$ cat config.mk
export PLATFORM = sky130hd
export DESIGN_NAME = fetch_pc_unit
export DESIGN_NICKNAME = d
export VERILOG_FILES = /design/src/rtl/fetch_pkg.sv /design/src/rtl/fetch_fsm.sv /design/src/rtl/fetch_pc_unit.sv
export SDC_FILE = /design/constraint.sdc
export NUM_CORES = 1
export LEC_CHECK = 0
export CORE_MARGIN = 2
export CORE_UTILIZATION = 55
export DETAILED_ROUTE_END_ITERATION = 12
export DONT_BUFFER_PORTS = 1
export GPL_ROUTABILITY_DRIVEN = 0
export PLACE_DENSITY = 0.7
export SYNTH_ARGS = -nofsm -noshare
export SYNTH_HDL_FRONTEND = slang
export SYNTH_SLANG_ARGS = --single-unit
$ cat constraint.sdc
create_clock -name clk -period 5.8 [get_ports clk]
set_clock_uncertainty 0.2 [all_clocks]
set_input_delay 0.87 -clock clk [delete_from_list [all_inputs] [get_ports clk]]
set_output_delay 0.87 -clock clk [all_outputs]
set_load 0.005 [all_outputs]
$ cat src/rtl/fetch_pkg.sv
// Shared definitions for the fetch PC unit: FSM state encoding and the
// default reset PC / sequential step. FETCH_MISALIGN_CHECK_EN adds the
// FAULT state used for misaligned redirect targets.
package fetch_pkg;

  localparam logic [31:0] RESET_PC_DEFAULT = 32'h0000_0000;
  localparam logic [31:0] PC_STEP_DEFAULT  = 32'd4;

  typedef enum logic [2:0] {
    IDLE,
    REQ,
    WAIT,
    HOLD
`ifdef FETCH_MISALIGN_CHECK_EN
    ,
    FAULT
`endif
  } fetch_state_e;

endpackage

$ cat src/rtl/fetch_fsm.sv
// Fetch control FSM: state register, next-state logic, drop flag for a
// response orphaned by a redirect, and the registered request/valid outputs.
// With FETCH_MISALIGN_CHECK_EN a misaligned redirect parks the FSM in FAULT
// and raises a sticky fault flag.
//
// Handshakes: imem request is transferred on a cycle where imem_req and
// imem_ready are both high; the response is the single cycle where
// imem_rvalid is high while in WAIT; the instruction is transferred to decode
// on a cycle where instr_valid and instr_ready are both high. At most one
// memory request is ever outstanding.
module fetch_fsm
  import fetch_pkg::*;
(
  input  logic         clk,
  input  logic         reset,
  input  logic         redir_i,        // redirect accepted this cycle
  input  logic         redir_bad_i,    // redirect target is misaligned
  input  logic         imem_ready_i,
  input  logic         imem_rvalid_i,
  input  logic         instr_ready_i,
  output fetch_state_e state_o,        // debug view of the current state
  output logic         imem_req_o,
  output logic         instr_valid_o,
  output logic         capture_o,      // load instr/instr_pc this cycle
  output logic         advance_o,      // PC <= PC + step this cycle
  output logic         fault_o
);

  fetch_state_e state_q, state_d;
  logic         drop_q, drop_d;
  logic         req_q;
  logic         valid_q;
`ifdef FETCH_MISALIGN_CHECK_EN
  logic         fault_q, fault_d;
`endif

  // Next-state, drop flag and datapath strobes
  always_comb begin
    state_d   = state_q;
    drop_d    = drop_q;
    capture_o = 1'b0;
    advance_o = 1'b0;
`ifdef FETCH_MISALIGN_CHECK_EN
    fault_d   = fault_q;
`endif
    case (state_q)
      IDLE: state_d = REQ;
      REQ: begin
        if (redir_i) begin
          // If memory takes the stale request in the same cycle its answer
          // must still be drained, so wait for it with the drop flag set.
          state_d = imem_ready_i ? WAIT : REQ;
          drop_d  = imem_ready_i;
        end else if (imem_ready_i) begin
          state_d = WAIT;
        end
      end
      WAIT: begin
        if (redir_i) begin
          if (imem_rvalid_i) begin
            state_d = REQ;
            drop_d  = 1'b0;
          end else begin
            drop_d  = 1'b1;
          end
        end else if (imem_rvalid_i) begin
          if (drop_q) begin
            state_d = REQ;
            drop_d  = 1'b0;
          end else begin
            capture_o = 1'b1;
            state_d   = HOLD;
          end
        end
      end
      HOLD: begin
        if (redir_i) begin
          state_d = REQ;
        end else if (instr_ready_i) begin
          advance_o = 1'b1;
          state_d   = REQ;
        end
      end
`ifdef FETCH_MISALIGN_CHECK_EN
      FAULT: state_d = FAULT;
`endif
      default: state_d = IDLE;
    endcase
`ifdef FETCH_MISALIGN_CHECK_EN
    if (redir_i && redir_bad_i) begin
      state_d   = FAULT;
      fault_d   = 1'b1;
      drop_d    = 1'b0;
      capture_o = 1'b0;
      advance_o = 1'b0;
    end
`endif
  end

  // State, drop flag and registered request/valid outputs
  always_ff @(posedge clk or posedge reset) begin
    if (reset) begin
      state_q <= IDLE;
      drop_q  <= 1'b0;
      req_q   <= 1'b0;
      valid_q <= 1'b0;
    end else begin
      state_q <= state_d;
      drop_q  <= drop_d;
      req_q   <= (state_d == REQ);
      valid_q <= (state_d == HOLD);
    end
  end

`ifdef FETCH_MISALIGN_CHECK_EN
  // Sticky misaligned-redirect flag, cleared only by reset
  always_ff @(posedge clk or posedge reset) begin
    if (reset) fault_q <= 1'b0;
    else       fault_q <= fault_d;
  end
  assign fault_o = fault_q;
`else
  logic unused_bad;
  assign unused_bad = redir_bad_i;
  assign fault_o    = 1'b0;
`endif

  assign state_o    = state_q;
  assign imem_req_o = req_q;
  // A redirect in HOLD withdraws the instruction in that same cycle; the
  // decode-side ready never reaches this output.
  assign instr_valid_o = valid_q && !redir_i;

endmodule

$ cat src/rtl/fetch_pc_unit.sv
// Fetch PC unit top: PC register, redirect target handling, captured
// instruction/PC registers and the fetch_fsm controller.
// Macro FETCH_MISALIGN_CHECK_EN: misaligned redirect targets raise a sticky
// fetch_fault; when undefined the low two target bits are forced to zero.
module fetch_pc_unit
  import fetch_pkg::*;
#(
  parameter logic [31:0] RESET_PC = RESET_PC_DEFAULT,
  parameter logic [31:0] PC_STEP  = PC_STEP_DEFAULT
) (
  input  logic        clk,
  input  logic        reset,
  input  logic        redirect_valid,
  input  logic [31:0] redirect_target,
  output logic        imem_req,
  output logic [31:0] imem_addr,
  input  logic        imem_ready,
  input  logic        imem_rvalid,
  input  logic [31:0] imem_rdata,
  output logic        instr_valid,
  input  logic        instr_ready,
  output logic [31:0] instr,
  output logic [31:0] instr_pc,
  output logic [31:0] pc_plus_step,
  output logic        fetch_fault
);

  fetch_state_e fsm_state;
  logic         redir_take;
  logic         redir_bad;
  logic         capture;
  logic         advance;
  logic [31:0]  tgt;
  logic [31:0]  pc_q, pc_d;
  logic [31:0]  instr_q;
  logic [31:0]  instr_pc_q;

`ifdef FETCH_MISALIGN_CHECK_EN
  assign tgt       = redirect_target;
  assign redir_bad = (redirect_target[1:0] != 2'b00);
`else
  logic unused_tgt_lsb;
  assign tgt            = {redirect_target[31:2], 2'b00};
  assign redir_bad      = 1'b0;
  assign unused_tgt_lsb = ^redirect_target[1:0];
`endif

  // Redirects only matter while a fetch is in flight (not in IDLE/FAULT)
  assign redir_take = redirect_valid &&
                      ((fsm_state == REQ) || (fsm_state == WAIT) || (fsm_state == HOLD));

  fetch_fsm u_fsm (
    .clk           (clk),
    .reset         (reset),
    .redir_i       (redir_take),
    .redir_bad_i   (redir_bad),
    .imem_ready_i  (imem_ready),
    .imem_rvalid_i (imem_rvalid),
    .instr_ready_i (instr_ready),
    .state_o       (fsm_state),
    .imem_req_o    (imem_req),
    .instr_valid_o (instr_valid),
    .capture_o     (capture),
    .advance_o     (advance),
    .fault_o       (fetch_fault)
  );

  // Next PC: redirect beats the sequential step; arithmetic wraps mod 2^32
  always_comb begin
    pc_d = pc_q;
    if (redir_take)   pc_d = tgt;
    else if (advance) pc_d = pc_q + PC_STEP;
  end

  // PC register and captured instruction/address
  always_ff @(posedge clk or posedge reset) begin
    if (reset) begin
      pc_q       <= RESET_PC;
      instr_q    <= 32'h0;
      instr_pc_q <= RESET_PC;
    end else begin
      pc_q <= pc_d;
      if (capture) begin
        instr_q    <= imem_rdata;
        instr_pc_q <= pc_q;
      end
    end
  end

  assign imem_addr    = pc_q;
  assign instr        = instr_q;
  assign instr_pc     = instr_pc_q;
  assign pc_plus_step = instr_pc_q + PC_STEP;

endmodule
Yosys cells after proc, flatten, opt, wreduce, memory -nomap -nowiden
Cells that the tools add are included.
{"block": "classes", "n_mux": 24, "n_eq_ne": 7, "n_addsub": 2, "reduce_logical": 9}
{"op": "$add A32 B3 Y32 const B", "n": 2}
{"op": "$mux W32", "n": 2}
{"op": "$mux W3", "n": 7}
{"op": "$pmux W3 S4", "n": 1}
{"op": "$mux W1", "n": 11}
{"op": "$eq A3 B2 Y1 const B", "n": 3}
{"op": "$eq A3 B1 Y1 const B", "n": 2}
{"op": "$mux W2", "n": 2}
{"op": "$reduce_bool A2 Y1", "n": 2}
{"op": "$logic_not A3 Y1", "n": 1}
{"op": "$ne A3 B2 Y1 const B", "n": 1}
{"op": "$reduce_and A3 Y1", "n": 1}
{"op": "$logic_and A1 B1 Y1", "n": 2}
{"op": "$logic_or A1 B1 Y1", "n": 2}
{"op": "$ne A2 B1 Y1 const B", "n": 1}
{"op": "$pmux W1 S2", "n": 1}
{"op": "$logic_not A1 Y1", "n": 1}
{"block": "totals", "ff_bits": 102}

Logic depth before layout (Yosys ltp)
Gate-level depths: netlist (run 1).
{"block": "logic_depth", "depth_word": 8, "mapped_depth": 7, "ltp_nobuf": 6}

Modules after synthesis
A second synthesis (run 1) with hierarchy kept.
{"block": "unflattened", "hier_cells": 442, "hier_area_um2": 4859.7}
{"module": "fetch_pc_unit", "seq_area_each_um2": 2302.2, "n_inst": 1, "area_each_um2": 4559.4, "cells_per_inst": 413}
{"module": "fetch_fsm", "seq_area_each_um2": 150.1, "n_inst": 1, "area_each_um2": 300.3, "cells_per_inst": 29}

Least setup slack after synthesis (run 1)
Ideal clock, no wire load.
{"block": "synth_path", "kind": "register -> output", "from": "register instr_pc_q[2] (netlist: instr_pc[2])", "to": "output pc_plus_step[26]", "arrival_time_ns": 1.534, "n_path_buf": 0, "required_ns": 4.730, "path_stages_with_launch": 6, "setup_slack_ns": 3.196, "path_cell_list": "dfrtp_1 ha_1 and4_1 nor3b_1 nand3_1 xnor2_1"}
{"block": "synth_via", "elab_chain_cells": 1}
{"item": "start: declaration", "line": "fetch_pc_unit.sv:36", "rtl": "logic [31:0] instr_pc_q;"}
{"item": "start signal: assignment", "line": "fetch_pc_unit.sv:85", "rtl": "instr_pc_q <= pc_q;"}
{"item": "$add A32 B3 Y32", "line": "fetch_pc_unit.sv:93", "rtl": "assign pc_plus_step = instr_pc_q + PC_STEP;"}
{"item": "end: declaration", "line": "fetch_pc_unit.sv:24", "rtl": "output logic [31:0] pc_plus_step,"}
No other way between the ends.

Final worst setup path (run 1)
{"block": "layout_path", "from": "register instr_pc_q[7] (netlist: instr_pc[7])", "to": "output pc_plus_step[30]"}
Same word-level chain as after synthesis.

==> results of run 1 <==
-- final cells by class --
type | instances | area share
flip-flops and latches | 98 | 0.486
well taps | 108 | 0.0268
clock buffers | 10 | 0.0253
repair buffers | 2 | 0.00297
multi-input cells | 317 | 0.445
clock inverters | 6 | 0.00842
inverters | 8 | 0.00644
-- layer usage --
| layer | track usage | vias up | wire length [um] |
|---|---|---|---|
| met5 | 0 | - | 0 |
| met3 | 0.0755 | 21 | 936 |
| met2 | 0.380 | 145 | 5210 |
| met1 | 0.272 | 1608 | 4120 |
| met4 | 0.0919 | 0 | 221 |
| li1 | - | 1501 | - |
-- final timing paths --
path	from	depth (start not counted)	to	slack (ns)
min	reset	1	instr[15]$_DFFE_PP0P_	0.12
min in group clk	instr[25]$_DFFE_PP0P_	1	instr[25]$_DFFE_PP0P_	0.34
max reg2reg	u_fsm.state_o[1]$_DFF_PP0_	4	instr[20]$_DFFE_PP0P_	3.31
min reg2reg	instr[25]$_DFFE_PP0P_	1	instr[25]$_DFFE_PP0P_	0.34
max	instr_pc[7]$_DFFE_PP0P_	5	pc_plus_step[30]	2.14
max in group asynchronous	reset	2	instr_pc[22]$_DFFE_PP0P_	4.07
-- registers in the layout (all words and copies together), names as in the netlist --
signal            count
instr                32
imem_addr            30
instr_pc             30
u_fsm.state_o         3
u_fsm.drop_q          1
u_fsm.imem_req_o      1
u_fsm.valid_q         1
-- cells by family (layout without fill, tap and decap cells) --
kind of cell               count (synthesis)  count (layout)  share of synthesized area
and+or+nand+nor                          148             148                      0.159
DFF                                       98              98                      0.508
muxes                                     62              62                      0.144
xor gates and xnor gates                  57              57                      0.103
AOI/OAI and AO/OA                         40              40                     0.0449
buffers and inverters                     32              26                     0.0342
adders and majority gates                  2               2                    0.00519
other                                      1               8                   0.000777
-- worst max-delay path, stage by stage, from the launching register on --
cell and delay [ns]:
dfrtp_1 0.49, and4_1 0.37, nand4b_1 0.20, nor3b_1 0.71, nand2_1 0.19, xnor2_1 0.27
-- Yosys cell counts (all sizes together) (8+ instances only) --
cell type / instances / area (um^2)
mux2: 61 / 687
dfrtp: 98 / 2450
nor3: 12 / 65.1
nand3: 19 / 108
and4: 9 / 78.8
a21oi: 29 / 145
nand4: 14 / 87.6
inv: 8 / 30.0
xor2: 21 / 184
nand2: 26 / 97.6
and3: 8 / 50.1
buf: 19 / 116
xnor2: 36 / 315
nor2: 43 / 161
-- per-stage QoR --
stage	area, um^2	power, mW	hold slack, ns	setup WS (ns)	util
final	5050	1.74	0.117	2.14	0.588
after CTS	5050	1.76	0.116	2.08	0.588
after floorplan	4850	1.27	0.276	2.17	-
after global routing	5050	1.85	0.128	1.91	0.588
after detailed placement	4880	1.37	0.312	2.51	0.568
after global placement	4880	1.35	0.301	2.64	0.568
-- where the power goes --
part           internal [mW]  total, mW  switching, mW
Clock                  0.157      0.393          0.236
Combinational          0.165      0.298          0.133
Sequential             0.831       1.05          0.221
Total                   1.15       1.74          0.589
==> reports/qor.csv, run 1 <==
metric;value;unit
grt_start_max_net_pins;75;
ys.flop_type;dfrtp_1;
cp_data_required_time;4.73;ns
grt_usage;0.228;
die_y;97.7;um
ys_warn_count;0;
area_growth;4.69;%
clk_pin_slew;0.09;ns
p_leak;2.20;nW
yosysUniqueCellTypes;37;
seq_area_frac_synth;0.508;
grt_remaining_overflow;0;
ff_latch_area;0.00245;mm^2
postCtsSetupRepairBufs;0;
hold_buffers;0;
antenna_found_initial;0;
drv_cap;0;
setup_viol;0;
cp_max_fo;7;
syn_area;0.00482;mm^2
drc;0;
clock_path_buffers;2;
cts_tree;done;
synth_edf_count;0;
finalWirelength;10500;um
post_drt_wl_per_cell;19.1;um
min_path_type;in2async;
die_w;97.7;um
period_share;0.632;
rsz0062_at_grt;no;
hpwl;7740;um
grt_pass1_wl;17200;um
syn_area_per_cell;11.0;um^2
multi_input_area;0.00225;mm^2
worst_pin_slew;0.929;ns
final_common_cell;dfrtp_1;
period_needed;3.66;ns
drive_above_1_share;0.179;
htreeDepth;3;
via_per_inst;5.97;
vias;3275;
ant_nets;0;
nets;508;
hold_viol;0;
rows;34;
fill_cells;729;
critPathLaunchType;flop;
die_area;0.00954;mm^2
syn_inst;440;
ys_ff_latch;98;
finalMaxSlewViolations;0;
cp_data_arrival_time;2.59;ns
max_freq;0.273;GHz
first_global_vias;3353;
async_flop_share;1.00;
p_per_area;345;mW/mm^2
layout.cells.non_filler;549;
core;0.00859;mm^2
clk_latency;0.37;ns
cts_buffers;9;
tns;0;ns
clock-sinks;98;
ir_worst_vdd;0.000173;V
initial_core_util;0.561;
slew_headroom;0.381;
dp_cells;533;
status;completed;
final_cell_mix;98 x dfrtp_1, 57 x mux2_2, 43 x nor2_1;
crit_type;reg2out;
io_pins;201;
cts_root_buf;clkbuf_8;
drt-initial-drc-count;170;
end_kind;primary output;
firstDrtPassIters;4;
cts_resized;0;
port_buffers;0;
antenna_cells;0;
No activity file was read; power rests on OpenSTA's default activity.
==> inputs of run 2 (changes only) <==
--- a/config.mk
+++ b/config.mk
@@ -10,7 +10,7 @@
 export DETAILED_ROUTE_END_ITERATION = 12
 export DONT_BUFFER_PORTS = 1
 export GPL_ROUTABILITY_DRIVEN = 0
-export PLACE_DENSITY = 0.7
+export PLACE_DENSITY = 0.73
 export SYNTH_ARGS = -nofsm -noshare
 export SYNTH_HDL_FRONTEND = slang
 export SYNTH_SLANG_ARGS = --single-unit
==> constraint.sdc (replaced) <==
create_clock -name clk -period 2.94 [get_ports clk]
set_clock_uncertainty 0.2 [all_clocks]
set_input_delay 0.441 -clock clk [delete_from_list [all_inputs] [get_ports clk]]
set_output_delay 0.441 -clock clk [all_outputs]
set_load 0.005 [all_outputs]
==> run 2 against run 1 <==
Net effect:
- register-to-register slack worse by 2.7 ns
- highest routed layer unchanged
- sequential power rose by 97%
- clock-buffer cell count is 1 higher
- global-route usage is 0.90 points lower
- hold slack worse by 0.097 ns
- cell count increased by 1.8%
- final area is 2.5% higher
- largest power group unchanged
- first-iteration DRC count down 12%
- total power grew 100%
- via count shrank 1.3%
- combinational power grew 97%
- die area unchanged
==> reports/qor.csv, run 2 (synthesis results as in run 1) <==
metric;value;unit
status;completed;
cp_top_family;simple AND/OR/NAND/NOR gates;
placed_area;0.00493;mm^2
cts_root_buf;clkbuf_8;
hold_viol;0;
antenna_cells;0;
clk_pin_slew;0.10;ns
final_cell_mix;98 x dfrtp_1, 57 x mux2_2, 42 x nor2_1;
rsz0062_at_grt;no;
critPathBufInv;0;
slowest_stage;dfrtp_1;
worst_pin_slew;0.746;ns
p_leak;2.26;nW
crit_chain;ha_1, and4_1, and2_1, nand2b_1, nor2_1, xor2_1;
grt_usage;0.219;
core;0.00859;mm^2
period_share;0.916;
first_global_vias;3293;
end_kind;primary output;
ff_latch_area;0.00245;mm^2
die_w;97.7;um
clock_path_buffers;2;
grt_start_max_net_pins;62;
antenna_found_initial;0;
slowest_delay;0.45;ns
rows;34;
drt-initial-drc-count;150;
area_growth;7.26;%
firstDrtPassIters;4;
grt_remaining_overflow;0;
fill_cells;731;
crit_type;reg2out;
final_common_cell;dfrtp_1;
drv_cap;0;
io_pins;201;
ant_nets;0;
max_freq;0.371;GHz
min_path_type;in2reg;
ir_worst_vdd;0.000325;V
p_per_area;674;mW/mm^2
slew_headroom;0.503;
hpwl;7680;um
finalWirelength;10300;um
finalMaxSlewViolations;0;
fin_area;0.00517;mm^2
cp_max_fo;6;
via_per_inst;5.78;
htreeDepth;3;
initial_core_util;0.561;
critPathLaunchType;flop;
drive_above_1_share;0.195;
cts_tree;done;
clk_latency;0.36;ns
die_area;0.00954;mm^2
clock-sinks;98;
period_needed;2.69;ns
cts_buffers;9;
vias;3233;
regToRegSetupSlack;0.61;ns
cp_data_required_time;2.30;ns
post_drt_wl_per_cell;18.4;um
drc;0;
largest_reg_flops;32;
cp_data_arrival_time;2.05;ns
multi_input_area;0.00225;mm^2
port_buffers;0;
die_y;97.7;um
grt_pass1_wl;16800;um
nets;518;
setup_viol;0;
tns;0;ns
==> run 2: changes by cell type in the layout (fill, tap and decap cells not counted), sizes merged <==
cell	before	now
clkinv	3	4
inv	9	7
dlygate4sd3	0	3
clkbuf	10	11
buf	2	9
==> run 2: layout make-up <==
cell class / instances / area share
inverter: 8 / 0.00653
sequential: 98 / 0.474
timing repair buffer: 12 / 0.0213
multi-input combinational: 317 / 0.435
clock inverter: 5 / 0.00750
tap: 108 / 0.0261
clock buffer: 11 / 0.0293
==> run 2: layer usage <==
metal | global-route usage | wire [um] | vias to the layer above
met4 | 0.0588 | 87 | 0
met5 | 0 | 0 | -
met2 | 0.360 | 5000 | 134
li1 | - | - | 1521
met3 | 0.0727 | 930 | 8
met1 | 0.279 | 4280 | 1570
==> run 2: final timing paths <==
path,endpoint,startpoint,cells past startpoint
hold reg to reg,u_fsm.drop_q$_DFFE_PP0P_,u_fsm.drop_q$_DFFE_PP0P_,2
setup / recovery,pc_plus_step[20],instr_pc[2]$_DFFE_PP0P_,6
max in group asynchronous,instr_pc[21]$_DFFE_PP0P_,reset,3
hold / removal,instr[25]$_DFFE_PP0P_,imem_rdata[25],1
min in group asynchronous,instr_pc[6]$_DFFE_PP0P_,reset,3
setup reg to reg,instr[21]$_DFFE_PP0P_,u_fsm.state_o[1]$_DFF_PP0_,5
==> run 2: repair_timing <==
item	4_1_cts	5_1_grt
endpoints found under the hold margin	38	1
hold buffers	2	1
buffers inserted	0	2
endpoints found under the setup margin	0	3
resized for setup	0	2
==> run 2: metrics by stage <==
stage | utilization | hold WS, ns | total power, mW | worst slack, ns | instances
finish | 0.602 | 0.0202 | 3.49 | 0.248 | 559
global route | 0.602 | 0.00411 | 3.69 | 0.0445 | 559
CTS | 0.598 | 0.0000941 | 3.51 | 0.0974 | 556
detailed placement | 0.574 | 0.285 | 2.69 | 0.500 | 538
floorplan | - | 0.276 | 2.50 | 0.765 | 447
global placement | 0.574 | 0.277 | 2.66 | 0.564 | 538
==> run 2: where the power goes <==
group          switching [mW]  internal (mW)
Combinational           0.258          0.330
Sequential              0.432           1.64
Clock                   0.470          0.357
==> inputs of run 3 (changes only) <==
--- a/config.mk
+++ b/config.mk
@@ -5,12 +5,12 @@
 export SDC_FILE = /design/constraint.sdc
 export NUM_CORES = 1
 export LEC_CHECK = 0
-export CORE_MARGIN = 2
-export CORE_UTILIZATION = 55
+export CORE_MARGIN = 4
+export CORE_UTILIZATION = 39
 export DETAILED_ROUTE_END_ITERATION = 12
-export DONT_BUFFER_PORTS = 1
 export GPL_ROUTABILITY_DRIVEN = 0
-export PLACE_DENSITY = 0.73
+export GPL_TIMING_DRIVEN = 0
+export PLACE_DENSITY = 0.77
 export SYNTH_ARGS = -nofsm -noshare
 export SYNTH_HDL_FRONTEND = slang
 export SYNTH_SLANG_ARGS = --single-unit
==> run 3 against run 2 <==
Net effect:
- first-iteration DRC count increased by 6.7%
- sequential power is 3% lower
- register-to-register slack better by 0.17 ns
- clock-buffer cell count up 1
- combinational power increased to 2.8 times the previous value
- cell count rose by 50%
- hold slack better by 0.22 ns
- worst setup slack lost 0.18 ns
- routed wire length rose by 41%
- critical path type unchanged
- critical endpoint is now pc_plus_step[15]
- largest cell class unchanged
- highest routed layer unchanged
==> reports/qor.csv, run 3 (synthesis results as in run 1) <==
metric;value;unit
area_growth;57.7;%
io_pins;201;
whs;0.238;ns
final_cell_mix;177 x clkdlybuf4s50_1, 93 x dfrtp_1, 57 x mux2_2;
drc;0;
finalMaxSlewViolations;0;
grt_remaining_overflow;0;
p_int;3.55;mW
rr_worst_depth;5;
setup_viol;0;
tns;0;ns
die_area;0.0142;mm^2
hold_buffers;0;
slowest_stage;clkdlybuf4s50_1;
status;completed;
p_per_area;649;mW/mm^2
cp_data_required_time;2.30;ns
max_freq;0.348;GHz
hold_viol;0;
hpwl;10900;um
timing.rr.end;imem_addr[11]$_DFFE_PP0P_;
cts_root_buf;clkbuf_16;
clk_pin_slew;0.06;ns
swShare;0.281;
crit_chain;and3_4, nand4_1, buf_4, buf_4, nor3_2, xor2_1, clkdlybuf4s50_1;
die_y;119;um
end_kind;primary output;
cts_tree;done;
grt_pass1_wl;23200;um
ant_nets;0;
cts_buffers;9;
nets;740;
cp_max_fo;4;
post_drt_wl_per_cell;17.3;um
p_leak;3.35;nW
crit_top_cell;buf_4;
rows;40;
min_path_type;in2async;
p_clk_frac;0.266;
first_global_vias;4524;
firstDrtPassIters;4;
seqPwrFrac;0.405;
setup_ws;0.0703;ns
grt_usage;0.205;
htreeDepth;3;
period_needed;2.87;ns
worst_pin_slew;0.635;ns
initial_core_util;0.400;
ir_worst_vdd;0.000335;V
layout.cells.non_filler;841;
cp_top_family;buffers and inverters;
antenna_found_initial;0;
vias;4228;
drive_above_1_share;0.202;
antenna_cells;0;
comb_power_share;0.329;
r2r-start;u_fsm.state_o[2]$_DFF_PP0_;
drv_cap;0;
clock_path_buffers;2;
clk_latency;0.34;ns
period_share;0.976;
finalWirelength;14500;um
port_buffers;191;
regToRegSetupSlack;0.78;ns
crit_type;reg2out;
critPathLaunchType;flop;
dp_cells;808;
critPathBufInv;3;
core;0.0121;mm^2
clock-sinks;98;
largest_reg_flops;32;
p_sw;1.39;mW
slew_headroom;0.575;
via_per_inst;5.03;
power;4.93;mW
slowest_delay;0.51;ns
die_w;119;um
dp_slack;-0.339;ns
drt-initial-drc-count;160;
grt_start_max_net_pins;44;
cp_data_arrival_time;2.23;ns
final_common_cell;clkdlybuf4s50_1;
[run 3: changes by cell type in the layout (fill, tap and decap cells not counted), sizes merged]
cell and change:
clkinv -3, dlygate4sd2 +8, dlymetal6s2s +6, dlygate4sd3 -3
bufinv +2, clkdlybuf4s50 +177, buf +29, clkbuf +6
[run 3: repair_timing]
| action | 4_1_cts | 5_1_grt |
|---|---|---|
| setup endpoints to repair | 19 | 11 |
| endpoints found under the hold margin | 0 | 0 |
| setup buffers | 16 | 1 |
| pin swaps | 9 | 5 |
| gates resized for setup | 34 | 10 |
[run 3: final cells by class]
| type | count | area, um^2 |
|---|---|---|
| Tap cell | 168 | 210 |
| Inverter | 8 | 33.8 |
| Timing Repair Buffer | 210 | 2090 |
| Clock buffer | 12 | 267 |
| Fill cell | 1002 | 4460 |
| Clock inverter | 4 | 72.6 |
| Buffer | 24 | 135 |
| Multi-Input combinational cell | 317 | 2340 |
| Sequential cell | 98 | 2460 |
[run 3: worst register-to-register path: stages, from the launching register on]
cell	delay [ns]
dfrtp_1	0.46
nand4b_1	0.32
nor2_1	0.57
nand4_1	0.20
xor2_1	0.18
a21oi_1	0.15
[run 3: power groups by stage]
stage	registers (mW)	logic [mW]	clock network (mW)
floorplan	1.97	0.526	0
global route	2.05	1.76	1.39
detailed placement	2.03	1.57	0
finish	2.00	1.63	1.31
global placement	2.00	1.52	0
CTS	1.99	1.65	1.34
[run 3: per-stage QoR]
| stage | util | area, um^2 |
|---|---|---|
| after CTS | 0.627 | 7560 |
| after global routing | 0.631 | 7610 |
| after detailed placement | 0.582 | 7020 |
| after floorplan | - | 4850 |
| final | 0.631 | 7610 |
| after global placement | 0.578 | 6980 |
[run 3: metal layers]
| layer | share of wire | global-route usage | up-vias |
|---|---|---|---|
| li1 | - | - | 1969 |
| met1 | 0.37 | 0.226 | 2059 |
| met2 | 0.51 | 0.359 | 176 |
| met3 | 0.094 | 0.0736 | 24 |
| met4 | 0.022 | 0.0775 | 0 |
| met5 | 0 | 0 | - |
[run 3: worst max path at each step]
stage,startpoint,endpoint,cells after the start
after floorplan,instr_pc[2]$_DFFE_PP0P_,pc_plus_step[26],5
after global placement,instr_pc[7]$_DFFE_PP0P_,pc_plus_step[28],6
after detailed placement,instr_pc[7]$_DFFE_PP0P_,pc_plus_step[26],6
after CTS,instr_pc[10]$_DFFE_PP0P_,pc_plus_step[27],8
after global routing,instr_pc[7]$_DFFE_PP0P_,pc_plus_step[28],7
final,instr_pc[2]$_DFFE_PP0P_,pc_plus_step[15],7
